--- src/rtl/console_pkg.sv ---
// Shared types and constants for the console write-side controller.
package console_pkg;

  typedef enum logic [1:0] {
    StClearScreen,
    StIdle,
    StWrite,
    StClearLine
  } state_e;

  localparam logic [7:0] CC_BS = 8'h08;
  localparam logic [7:0] CC_LF = 8'h0A;
  localparam logic [7:0] CC_FF = 8'h0C;
  localparam logic [7:0] CC_CR = 8'h0D;

  localparam logic [7:0] PRINT_LO = 8'h20;
  localparam logic [7:0] PRINT_HI = 8'h7E;

  localparam int unsigned DEF_COLS = 80;
  localparam int unsigned DEF_ROWS = 24;

endpackage

--- src/rtl/console_writer_if.sv ---
// Byte-stream input handshake plus character buffer write port.
interface console_writer_if #(
  parameter int unsigned ADDR_W = 11
) ();

  logic [7:0]        in_data;
  logic              in_valid;
  logic              in_ready;
  logic [ADDR_W-1:0] buf_addr;
  logic [7:0]        buf_din;
  logic              buf_wen;

  modport master (
    output in_data,
    output in_valid,
    input  in_ready,
    input  buf_addr,
    input  buf_din,
    input  buf_wen
  );

  modport slave (
    input  in_data,
    input  in_valid,
    output in_ready,
    output buf_addr,
    output buf_din,
    output buf_wen
  );

endinterface

--- src/rtl/console_fill.sv ---
// Fill sequencer: while run is high, emits len consecutive addresses from base, then done.
module console_fill #(
  parameter int unsigned ADDR_W = 11
) (
  input  logic              px_clk,
  input  logic              clr,
  input  logic              run,
  input  logic [ADDR_W-1:0] base,
  input  logic [ADDR_W:0]   len,
  output logic [ADDR_W-1:0] addr,
  output logic              wen,
  output logic              done
);

  logic [ADDR_W:0] cnt_q, cnt_d;

  assign wen  = run && (cnt_q < len);
  assign done = run && (cnt_q == len);
  assign addr = base + cnt_q[ADDR_W-1:0];

  // Counter parks at len until run drops, so done holds for the caller to sample.
  always_comb begin
    cnt_d = cnt_q;
    if (!run) begin
      cnt_d = '0;
    end else if (wen) begin
      cnt_d = cnt_q + 1'b1;
    end
  end

  always_ff @(posedge px_clk or posedge clr) begin
    if (clr) begin
      cnt_q <= '0;
    end else begin
      cnt_q <= cnt_d;
    end
  end

endmodule

--- src/rtl/console_writer.sv ---
// Write-side controller for the text buffer: control codes, cursor, hardware scroll and clears.
module console_writer
  import console_pkg::*;
#(
  parameter int unsigned COLS      = DEF_COLS,
  parameter int unsigned ROWS      = DEF_ROWS,
  parameter int unsigned ADDR_W    = 11,
  parameter logic [7:0]  FILL_CHAR = 8'h20
) (
  input  logic             px_clk,
  input  logic             clr,
  console_writer_if.slave  bus,
  output logic [6:0]       cursor_col,
  output logic [4:0]       cursor_row,
  output logic [4:0]       scroll_row,
  output logic             busy
);

  typedef logic [ADDR_W-1:0] addr_t;
  typedef logic [ADDR_W:0]   len_t;

  localparam logic [6:0] LastCol   = 7'(COLS - 1);
  localparam logic [4:0] LastRow   = 5'(ROWS - 1);
  localparam logic [5:0] Rows6     = 6'(ROWS);
  localparam len_t       ScreenLen = len_t'(COLS * ROWS);
  localparam len_t       LineLen   = len_t'(COLS);

  state_e      state_q, state_d;
  logic [6:0]  col_q, col_d;
  logic [4:0]  row_q, row_d;
  logic [4:0]  scroll_q, scroll_d;
  logic        ready_q, ready_d;
  logic        busy_q, busy_d;
  logic        wen_q, wen_d;
  addr_t       addr_q, addr_d;
  logic [7:0]  din_q, din_d;

  logic        accept, printable, newline;
  logic [5:0]  phys_sum;
  logic [4:0]  phys_line;
  addr_t       line_base, cur_addr;
  logic        fill_run, fill_wen, fill_done;
  addr_t       fill_base, fill_addr;
  len_t        fill_len;

  assign accept    = bus.in_valid && ready_q;
  assign printable = (bus.in_data >= PRINT_LO) && (bus.in_data <= PRINT_HI);

  assign phys_sum  = {1'b0, scroll_q} + {1'b0, row_q};
  assign phys_line = (phys_sum >= Rows6) ? 5'(phys_sum - Rows6) : phys_sum[4:0];
  assign line_base = addr_t'({phys_line, 6'b0}) + addr_t'({phys_line, 4'b0});
  assign cur_addr  = line_base + addr_t'(col_q);

  // In CLEAR_LINE the row is pinned at the bottom, so line_base is the new bottom line.
  assign fill_run  = (state_q == StClearScreen) || (state_q == StClearLine);
  assign fill_base = (state_q == StClearLine) ? line_base : '0;
  assign fill_len  = (state_q == StClearLine) ? LineLen : ScreenLen;

  console_fill #(
    .ADDR_W(ADDR_W)
  ) u_fill (
    .px_clk(px_clk),
    .clr   (clr),
    .run   (fill_run),
    .base  (fill_base),
    .len   (fill_len),
    .addr  (fill_addr),
    .wen   (fill_wen),
    .done  (fill_done)
  );

  always_comb begin
    state_d  = state_q;
    col_d    = col_q;
    row_d    = row_q;
    scroll_d = scroll_q;
    addr_d   = addr_q;
    din_d    = din_q;
    wen_d    = 1'b0;
    newline  = 1'b0;

    if (fill_wen) begin
      wen_d  = 1'b1;
      addr_d = fill_addr;
      din_d  = FILL_CHAR;
    end

    unique case (state_q)
      StClearScreen: begin
        if (fill_done) begin
          state_d  = StIdle;
          col_d    = '0;
          row_d    = '0;
          scroll_d = '0;
        end
      end
      StIdle: begin
        if (accept) begin
          if (printable) begin
            wen_d   = 1'b1;
            addr_d  = cur_addr;
            din_d   = bus.in_data;
            state_d = StWrite;
          end else begin
            case (bus.in_data)
              CC_CR: col_d = '0;
              CC_LF: newline = 1'b1;
              CC_BS: if (col_q != '0) col_d = col_q - 1'b1;
              CC_FF: state_d = StClearScreen;
              default: ;
            endcase
          end
        end
      end
      StWrite: begin
        if (col_q == LastCol) begin
          col_d   = '0;
          newline = 1'b1;
        end else begin
          col_d   = col_q + 1'b1;
          state_d = StIdle;
        end
      end
      StClearLine: begin
        if (fill_done) state_d = StIdle;
      end
      default: state_d = StClearScreen;
    endcase

    if (newline) begin
      if (row_q < LastRow) begin
        row_d   = row_q + 1'b1;
        state_d = StIdle;
      end else begin
        scroll_d = (scroll_q == LastRow) ? '0 : scroll_q + 1'b1;
        state_d  = StClearLine;
      end
    end

    ready_d = (state_d == StIdle);
    busy_d  = (state_d == StClearScreen) || (state_d == StClearLine);
  end

  always_ff @(posedge px_clk or posedge clr) begin
    if (clr) begin
      state_q  <= StClearScreen;
      col_q    <= '0;
      row_q    <= '0;
      scroll_q <= '0;
      ready_q  <= 1'b0;
      busy_q   <= 1'b1;
      wen_q    <= 1'b0;
      addr_q   <= '0;
      din_q    <= '0;
    end else begin
      state_q  <= state_d;
      col_q    <= col_d;
      row_q    <= row_d;
      scroll_q <= scroll_d;
      ready_q  <= ready_d;
      busy_q   <= busy_d;
      wen_q    <= wen_d;
      addr_q   <= addr_d;
      din_q    <= din_d;
    end
  end

  assign bus.in_ready = ready_q;
  assign bus.buf_wen  = wen_q;
  assign bus.buf_addr = addr_q;
  assign bus.buf_din  = din_q;
  assign cursor_col   = col_q;
  assign cursor_row   = row_q;
  assign scroll_row   = scroll_q;
  assign busy         = busy_q;

endmodule
--- src/flat_wrapper.sv ---
// flat-port wrapper written by rule: the top's interface ports become plain ports
module console_writer_flat import console_pkg::*;
#(
  parameter int unsigned COLS      = DEF_COLS,
  parameter int unsigned ROWS      = DEF_ROWS,
  parameter int unsigned ADDR_W    = 11,
  parameter logic [7:0]  FILL_CHAR = 8'h20
)
  (px_clk, clr, cursor_col, cursor_row, scroll_row, busy, bus_in_data, bus_in_valid, bus_in_ready, bus_buf_addr, bus_buf_din, bus_buf_wen);
  console_writer_if #(.ADDR_W(ADDR_W)) bus_i ();
  input  logic px_clk;
  input  logic clr;
  output logic [6:0] cursor_col;
  output logic [4:0] cursor_row;
  output logic [4:0] scroll_row;
  output logic busy;
  input wire logic [$bits(bus_i.in_data)-1:0] bus_in_data;
  input wire logic [$bits(bus_i.in_valid)-1:0] bus_in_valid;
  output wire logic [$bits(bus_i.in_ready)-1:0] bus_in_ready;
  output wire logic [$bits(bus_i.buf_addr)-1:0] bus_buf_addr;
  output wire logic [$bits(bus_i.buf_din)-1:0] bus_buf_din;
  output wire logic [$bits(bus_i.buf_wen)-1:0] bus_buf_wen;
  assign bus_i.in_data = bus_in_data;
  assign bus_i.in_valid = bus_in_valid;
  assign bus_in_ready = bus_i.in_ready;
  assign bus_buf_addr = bus_i.buf_addr;
  assign bus_buf_din = bus_i.buf_din;
  assign bus_buf_wen = bus_i.buf_wen;
  console_writer #(.COLS(COLS), .ROWS(ROWS), .ADDR_W(ADDR_W), .FILL_CHAR(FILL_CHAR)) u_core (.px_clk(px_clk), .clr(clr), .bus(bus_i), .cursor_col(cursor_col), .cursor_row(cursor_row), .scroll_row(scroll_row), .busy(busy));
endmodule
--- config.mk ---
export PLATFORM = sky130hd
export DESIGN_NAME = console_writer_flat
export DESIGN_NICKNAME = d
export VERILOG_FILES = /design/src/rtl/console_pkg.sv /design/src/rtl/console_writer_if.sv /design/src/rtl/console_fill.sv /design/src/rtl/console_writer.sv /design/src/flat_wrapper.sv
export SDC_FILE = /design/constraint.sdc
export NUM_CORES = 1
export LEC_CHECK = 0
export BUFFER_PORTS_ARGS = -buffer_cell sky130_fd_sc_hd__buf_2
export CAP_MARGIN = 0
export CORE_UTILIZATION = 53
export DETAILED_ROUTE_END_ITERATION = 6
export MAX_ROUTING_LAYER = met4
export PLACE_DENSITY = 0.74
export SETUP_SLACK_MARGIN = 0.3
export SLEW_MARGIN = 40
export SYNTH_ARGS = -nofsm -noshare
export SYNTH_HDL_FRONTEND = slang
export SYNTH_SLANG_ARGS = --single-unit
--- constraint.sdc ---
create_clock -name px_clk -period 6.8 [get_ports px_clk]
set_clock_uncertainty 0.15 [all_clocks]
set_input_delay 1.36 -clock px_clk [delete_from_list [all_inputs] [get_ports px_clk]]
set_output_delay 1.36 -clock px_clk [all_outputs]
set_load 0.02 [all_outputs]
# [After elaboration in Yosys (flattened, before gate mapping)]
# Cells that the tools add are included.
[classes] n_lt_le_gt_ge=5 eq_ne=18 n_addsub=10 muxes=46 reduce_logical=12
[op_table] operator="2-to-1 mux 11 bit" count=6
[op_table] operator="2-to-1 mux 5 bit" count=10
[op_table] operator="2-to-1 mux 7 bit" count=5
[op_table] operator="== test 8 x 4 -> 1 bit, second input constant" count=4
[op_table] operator="2-to-1 mux 8 bit" count=4
[op_table] operator="2-to-1 mux 12 bit" count=2
[op_table] operator="one-hot mux 7 bit (3 select lines)" count=1
[op_table] operator="2-to-1 mux 2 bit" count=7
[op_table] operator="one-hot mux 7 bit (2 select lines)" count=1
[op_table] operator="adder 12 x 1 -> 12 bit, second input constant" count=1
[op_table] operator="== test 12 bit" count=1
[op_table] operator="< comparator 12 bit" count=1
[op_table] operator="adder 11 bit" count=1
[op_table] operator="adder 11 x 7 -> 11 bit" count=1
[op_table] operator="adder 11 x 9 -> 11 bit" count=1
[op_table] operator="adder 5 x 1 -> 5 bit, second input constant" count=2
[op_table] operator=">= comparator 8 x 6 -> 1 bit, second input constant" count=1
[op_table] operator="less-or-equal comparator 8 x 7 -> 1 bit, second input constant" count=1
[op_table] operator="2-to-1 mux 1 bit" count=8
[op_table] operator="adder 7 x 1 -> 7 bit, second input constant" count=1
[op_table] operator="== test 7 bit, second input constant" count=1
[op_table] operator="nonzero test 7 bit" count=1
[op_table] operator="subtractor 7 x 1 -> 7 bit, second input constant" count=1
[op_table] operator="adder 5 x 5 -> 6 bit" count=1
[op_table] operator="other kinds (17)" count=28
[word_totals] in_bits=11 elab_cells=101 output_inout_bits=39 regBits=53

# [Logic depth before layout (Yosys ltp)]
[depth] word_depth=10 depth_mapped=18 mapped_depth_nobuf=18

# [By module]
# A second synthesis with hierarchy kept.
[hier_totals] hier_cells=526 hier_area_um2=4445.5
[by_module_without_submodules] module="console_writer" area_per_inst_um2=3037.9 n_inst=1 seq_area_each_um2=1027.2 cells_per_inst=352
[by_module_without_submodules] module="console_fill" area_per_inst_um2=1407.6 n_inst=1 seq_area_each_um2=300.3 cells_per_inst=174

# [Least setup slack after synthesis]
# Ideal clock, no wire load.
[synth_timing] path_kind="flip-flop to flip-flop" startpoint="register u_core.row_q[0] (netlist: u_core.cursor_row[0])" endpoint="register u_core.addr_q[10] (netlist: u_core.bus.buf_addr[10])" n_path_buf=0 setup_time_ns=0.095 slack_ns=2.503 required_ns=6.555 stages_incl_launch_ff=19 arrival_ns=4.051 synth_period_minus_slack_ns=4.297 cell_sequence="dfrtp_1 > ha_1 > fa_1 > a21o_1 > a21oi_1 > xor2_1 > nand3_1 > o21ai_0 > ha_1 > a21oi_1 > xnor2_1 > and2_1 > ha_1 > nor3_1 > a311oi_1 > o311ai_0 > and2b_2 > mux2_1 > o32ai_2"
[synth_via] elab_chain_cells=10 word_cells_on_any_way=12 cone_classes="add/sub (5); order compare (1); mux (6)"
[synth_lines] element="start, declared" line="console_writer.sv:30" source="logic [4:0] row_q, row_d;"
[synth_lines] element="start signal, assigned" line="console_writer.sv:158" source="row_q <= row_d;"
[synth_lines] element="adder 5 x 5 -> 6 bit (*)" line="console_writer.sv:49" source="assign phys_sum = {1'b0, scroll_q} + {1'b0, row_q};"
[synth_lines] element="subtractor 5 bit / >= comparator 6 x 5 -> 1 bit (equally long branches)" line="console_writer.sv:50" source="assign phys_line = (phys_sum >= Rows6) ? 5'(phys_sum - Rows6) : phys_sum[4:0];"
[synth_lines] element="2-to-1 mux 5 bit (*)" line="console_writer.sv:50"
[synth_lines] element="adder 11 x 9 -> 11 bit (*)" line="console_writer.sv:51" source="assign line_base = addr_t'({phys_line, 6'b0}) + addr_t'({phys_line, 4'b0});"
[synth_lines] element="2-to-1 mux 11 bit" line="console_writer.sv:56" source="assign fill_base = (state_q == StClearLine) ? line_base : '0;"
[synth_lines] element="adder 11 bit" line="console_fill.sv:19" source="assign addr = base + cnt_q[ADDR_W-1:0];"
[synth_lines] element="2-to-1 mux 11 bit" line="console_writer.sv:82" source="if (fill_wen) begin"
[synth_lines] element="2-to-1 mux 11 bit" line="console_writer.sv:99" source="if (printable) begin"
[synth_lines] element="2-to-1 mux 11 bit" line="console_writer.sv:98" source="if (accept) begin"
[synth_lines] element="2-to-1 mux 11 bit (*)" line="console_writer.sv:88" source="unique case (state_q)"
[synth_lines] element="net u_core.addr_d[10]" line="console_writer.sv:35" source="addr_t addr_q, addr_d;"
[synth_lines] element="end signal, assigned" line="console_writer.sv:163" source="addr_q <= addr_d;"
[synth_lines] element="end, declared" line="console_writer.sv:35"
# The timed path passes the listed nets; every way through them passes the cells marked *.
# A chain may end at the register's enable or synchronous reset.

# [Worst setup path after layout]
[layout_timing] startpoint="register u_core.scroll_q[0] (netlist: u_core.scroll_row[0])" endpoint="register u_core.addr_q[10] (netlist: u_core.bus.buf_addr[10])"
[layout_via] elab_chain_cells=10 word_cells_on_any_way=12 cone_classes="add/sub (5); order compare (1); mux (6)"
[layout_lines] element="start, declared" line="console_writer.sv:31" source="logic [4:0] scroll_q, scroll_d;"
[layout_lines] element="start signal, assigned" line="console_writer.sv:159" source="scroll_q <= scroll_d;"
[layout_lines] element="adder 5 x 5 -> 6 bit (*)" line="console_writer.sv:49"
[layout_lines] element="subtractor 5 bit / >= comparator 6 x 5 -> 1 bit (equally long branches)" line="console_writer.sv:50"
[layout_lines] element="2-to-1 mux 5 bit (*)" line="console_writer.sv:50"
[layout_lines] element="adder 11 x 9 -> 11 bit (*)" line="console_writer.sv:51"
[layout_lines] element="2-to-1 mux 11 bit" line="console_writer.sv:56"
[layout_lines] element="adder 11 bit" line="console_fill.sv:19"
[layout_lines] element="2-to-1 mux 11 bit" line="console_writer.sv:82"
[layout_lines] element="2-to-1 mux 11 bit" line="console_writer.sv:99"
[layout_lines] element="2-to-1 mux 11 bit" line="console_writer.sv:98"
[layout_lines] element="2-to-1 mux 11 bit (*)" line="console_writer.sv:88"
[layout_lines] element="net u_core.addr_d[10]" line="console_writer.sv:35"
# Marks and branches as above.

==> flow_summary.toml <==
[floorplanning]
die_area_sq_mm = 0.00771
ios = 50
num_rows = 30
start_util = 0.562
fp.dieH_um = 87.8
die_w_um = 87.8
core_sq_mm = 0.00694

[drt]
wire_per_inst_um = 15.7
viasPerCell = 5.89
drc = 0
first_pass_iters = 5
wirelength_mm = 9.32
num_vias = 3489
ant_nets = 0
initialDrtViolationCount = 157

[timing]
finalHoldViolations = 0
final-setup-viol-count = 0
worstMarginPinSlew_ps = 783
slew_violations = 0
fmax_ghz = 0.217
grt_setup_unrepaired = "no"
slew_headroom = 0.478
post-route-min-period_ps = 4610
finalCritPeriodShare = 0.678
worst_hold_slack_ps = 365
fin_tns_setup_ps = 0

[setup_path]
setup.worst_path.end_class = "flip-flop"
reg2reg_depth = 18
cp_max_fo = 7
timing.rr.start = "u_core.scroll_row[0]"
rr_endpoint = "u_core.bus.buf_addr[10]"
critPathRequiredTime_ps = 6880
critPathKind = "flip-flop to flip-flop"
crit_arrival_ps = 4690
reg2reg_slack_ps = 2190
startpoint_type = "flip-flop"

[finish]
syn_to_final_growth_pct = 10.3
antennaDiodeCount = 0
nets = 545
final_cells = 592
final_layout_size_suffix_gt1_frac = 0.151

[global_routing]
grt_use_met2 = 0.433
antenna_found_initial = 0
grt_pass1_wl_mm = 15.4
overflow = 0
grt_usage = 0.262
grt.busiest_layer = "met2"
first_global_vias = 3261
grt_max_degree = 39
grtUsageMet1 = 0.347
use_met3 = 0.0273

[clock_tree]
post_cts_resized = 0
clkLatencyLatePin_ps = 310
clk_path_buf_depth = 2
cts_tree = "yes"
clock-root-buffer = "clkbuf_8"
clk_pin_slew_ps = 110
post_cts_buffers = 0
cts_made_buffers = 5
hold_buffers = 0
clock_sinks = 53
cts-htree-levels = 2

[synthesis]
synth_top_area_frac = 0.333
ys_seq_elements = 53
synth_cell_types = 65
ys_async_sr_fraction = 1.00
ys_seq_area_frac = 0.340
netlist_area_sq_mm = 0.00390
yosysWarnings = 0
ys.flop_type = "dfrtp_1"
syn_inst = 452
syn_area_per_cell_sq_um = 8.64
synth_top_cell_by_area = "dfrtp_1"
syn-num-nets = 502
synth_edf_count = 0
ys_top_cells_by_area = "dfrtp_1 (33%), ha_1 (11%), nand2_1 (4.7%)"

[place]
numPortBuffers = 49
gp_congestion = 0.869
dp_hpwl_mm = 6.99
placed_cells = 584

[worst_hold_path]
hold_path_class = "flip-flop to flip-flop"
min_to = "u_core.bus.buf_din[7]"
min_path_cells = 1
hp-start = "u_core.bus.buf_din[7]"

[power]
vdd_drop_max_v = 0.0000791
power.density_mw_per_mm2 = 121
p_leak_nw = 2.07
total_power_uw = 523

[job]
maxCapViolations = 0

[outcome]
outcome = "complete, no violations"
==> flip-flops by register name, summed over array words and instances, names as in the netlist <==
signal,cells
u_core.u_fill.cnt_q,12
u_core.bus.buf_addr,11
u_core.bus.buf_din,8
u_core.cursor_col,7
u_core.cursor_row,5
u_core.scroll_row,5
u_core.state_q,2
u_core.bus.buf_wen,1
u_core.bus.in_ready,1
u_core.busy,1
==> stage by stage <==
stage	setup slack (ps)	instance area, sq um	util
after floorplan	2500	3910	-
after global placement	2440	4210	0.606
after detailed placement	2230	4210	0.606
after CTS	2200	4300	0.620
after global routing	1810	4310	0.621
final	2190	4310	0.621
==> synth_stat cells (5+ instances only) <==
cell and n:
nand3_1 19, xnor2_1 15, a31oi_1 8, clkbuf_1 10, o21ai_0 10, nor2b_1 7
nor2_1 40, dfrtp_1 52, and3_1 8, or3_1 5, inv_1 28, a21oi_1 25
and2_1 8, a211oi_1 7, nor3_1 10, nand4_1 9, a21o_1 8, xor2_1 7
o21ai_1 21, nand2_1 49, ha_1 35
==> cells by family (layout without fill, tap and decap cells) <==
group / count (synthesis) / after routing / share of synthesized area
fa+ha+maj: 39 / 39 / 0.133
mux: 4 / 4 / 0.0122
simple gates: 183 / 183 / 0.240
flops: 53 / 53 / 0.340
buf+inv: 45 / 89 / 0.0509
compound gates: 106 / 106 / 0.175
xor+xnor: 22 / 22 / 0.0493
==> area by class of cell <==
type	instances	area, sq um
clock buffers	5	68.8
clock inverters	3	25.0
repair buffers	52	268
flip-flops and latches	53	1330
inverters	29	109
multi-input cells	354	2390
fillers	599	2640
well taps	96	120
==> placed cells by master, fill, tap and decap left out, drive strengths merged, types with 3 or more instances in the layout <==
cell type / n
dfrtp: 52
buf: 52
nand2: 49
nor2: 40
ha: 35
o21ai: 31
inv: 29
a21oi: 26
nand3: 20
xnor2: 15
nor3: 10
nand4: 9
and3: 9
a21o: 8
and2: 8
a31oi: 8
a211oi: 7
xor2: 7
nor2b: 7
or3: 5
clkbuf: 5
nand2b: 4
o21a: 4
nor4b: 4
nor3b: 4
fa: 4
or4: 4
o31ai: 3
o311ai: 3
mux2: 3
==> where the power goes <==
| group | internal [mW] | switching, mW |
|---|---|---|
| clock | 0.0748 | 0.118 |
| sequential | 0.315 | 0 |
| combinational | 0.00396 | 0.0109 |
==> worst max-delay path: stages (launching register included) <==
cell and delay, ps:
dfrtp_1 470, ha_1 240, fa_1 420, a21o_1 200, a21oi_1 270, xor2_1 290, nand3_1 110, o21ai_0 80
ha_1 280, a21oi_1 170, xnor2_1 150, and2_1 190, ha_1 350, nor3_1 70, a311oi_1 240, o311ai_0 220
and2b_2 250, mux2_1 290, o32ai_2 120
==> worst max path at each step <==
stage                               startpoint                 endpoint  slack, ps  depth (start not counted)
after floorplan           u_core.cursor_row[0]  u_core.bus.buf_addr[10]       2500                         18
after global placement    u_core.scroll_row[0]  u_core.bus.buf_addr[10]       2440                         18
after detailed placement  u_core.cursor_row[0]  u_core.bus.buf_addr[10]       2230                         18
after CTS                 u_core.cursor_row[0]  u_core.bus.buf_addr[10]       2200                         18
after global routing      u_core.cursor_row[0]  u_core.bus.buf_addr[10]       1810                         18
final                     u_core.scroll_row[0]  u_core.bus.buf_addr[10]       2190                         18
==> metal layers <==
layer	vias up	routed length (um)
met2	120	4420
met3	10	475
met4	0	100
li1	1692	-
met5	-	0
met1	1667	4320
Note: power is estimated with default switching activity, not from simulation.
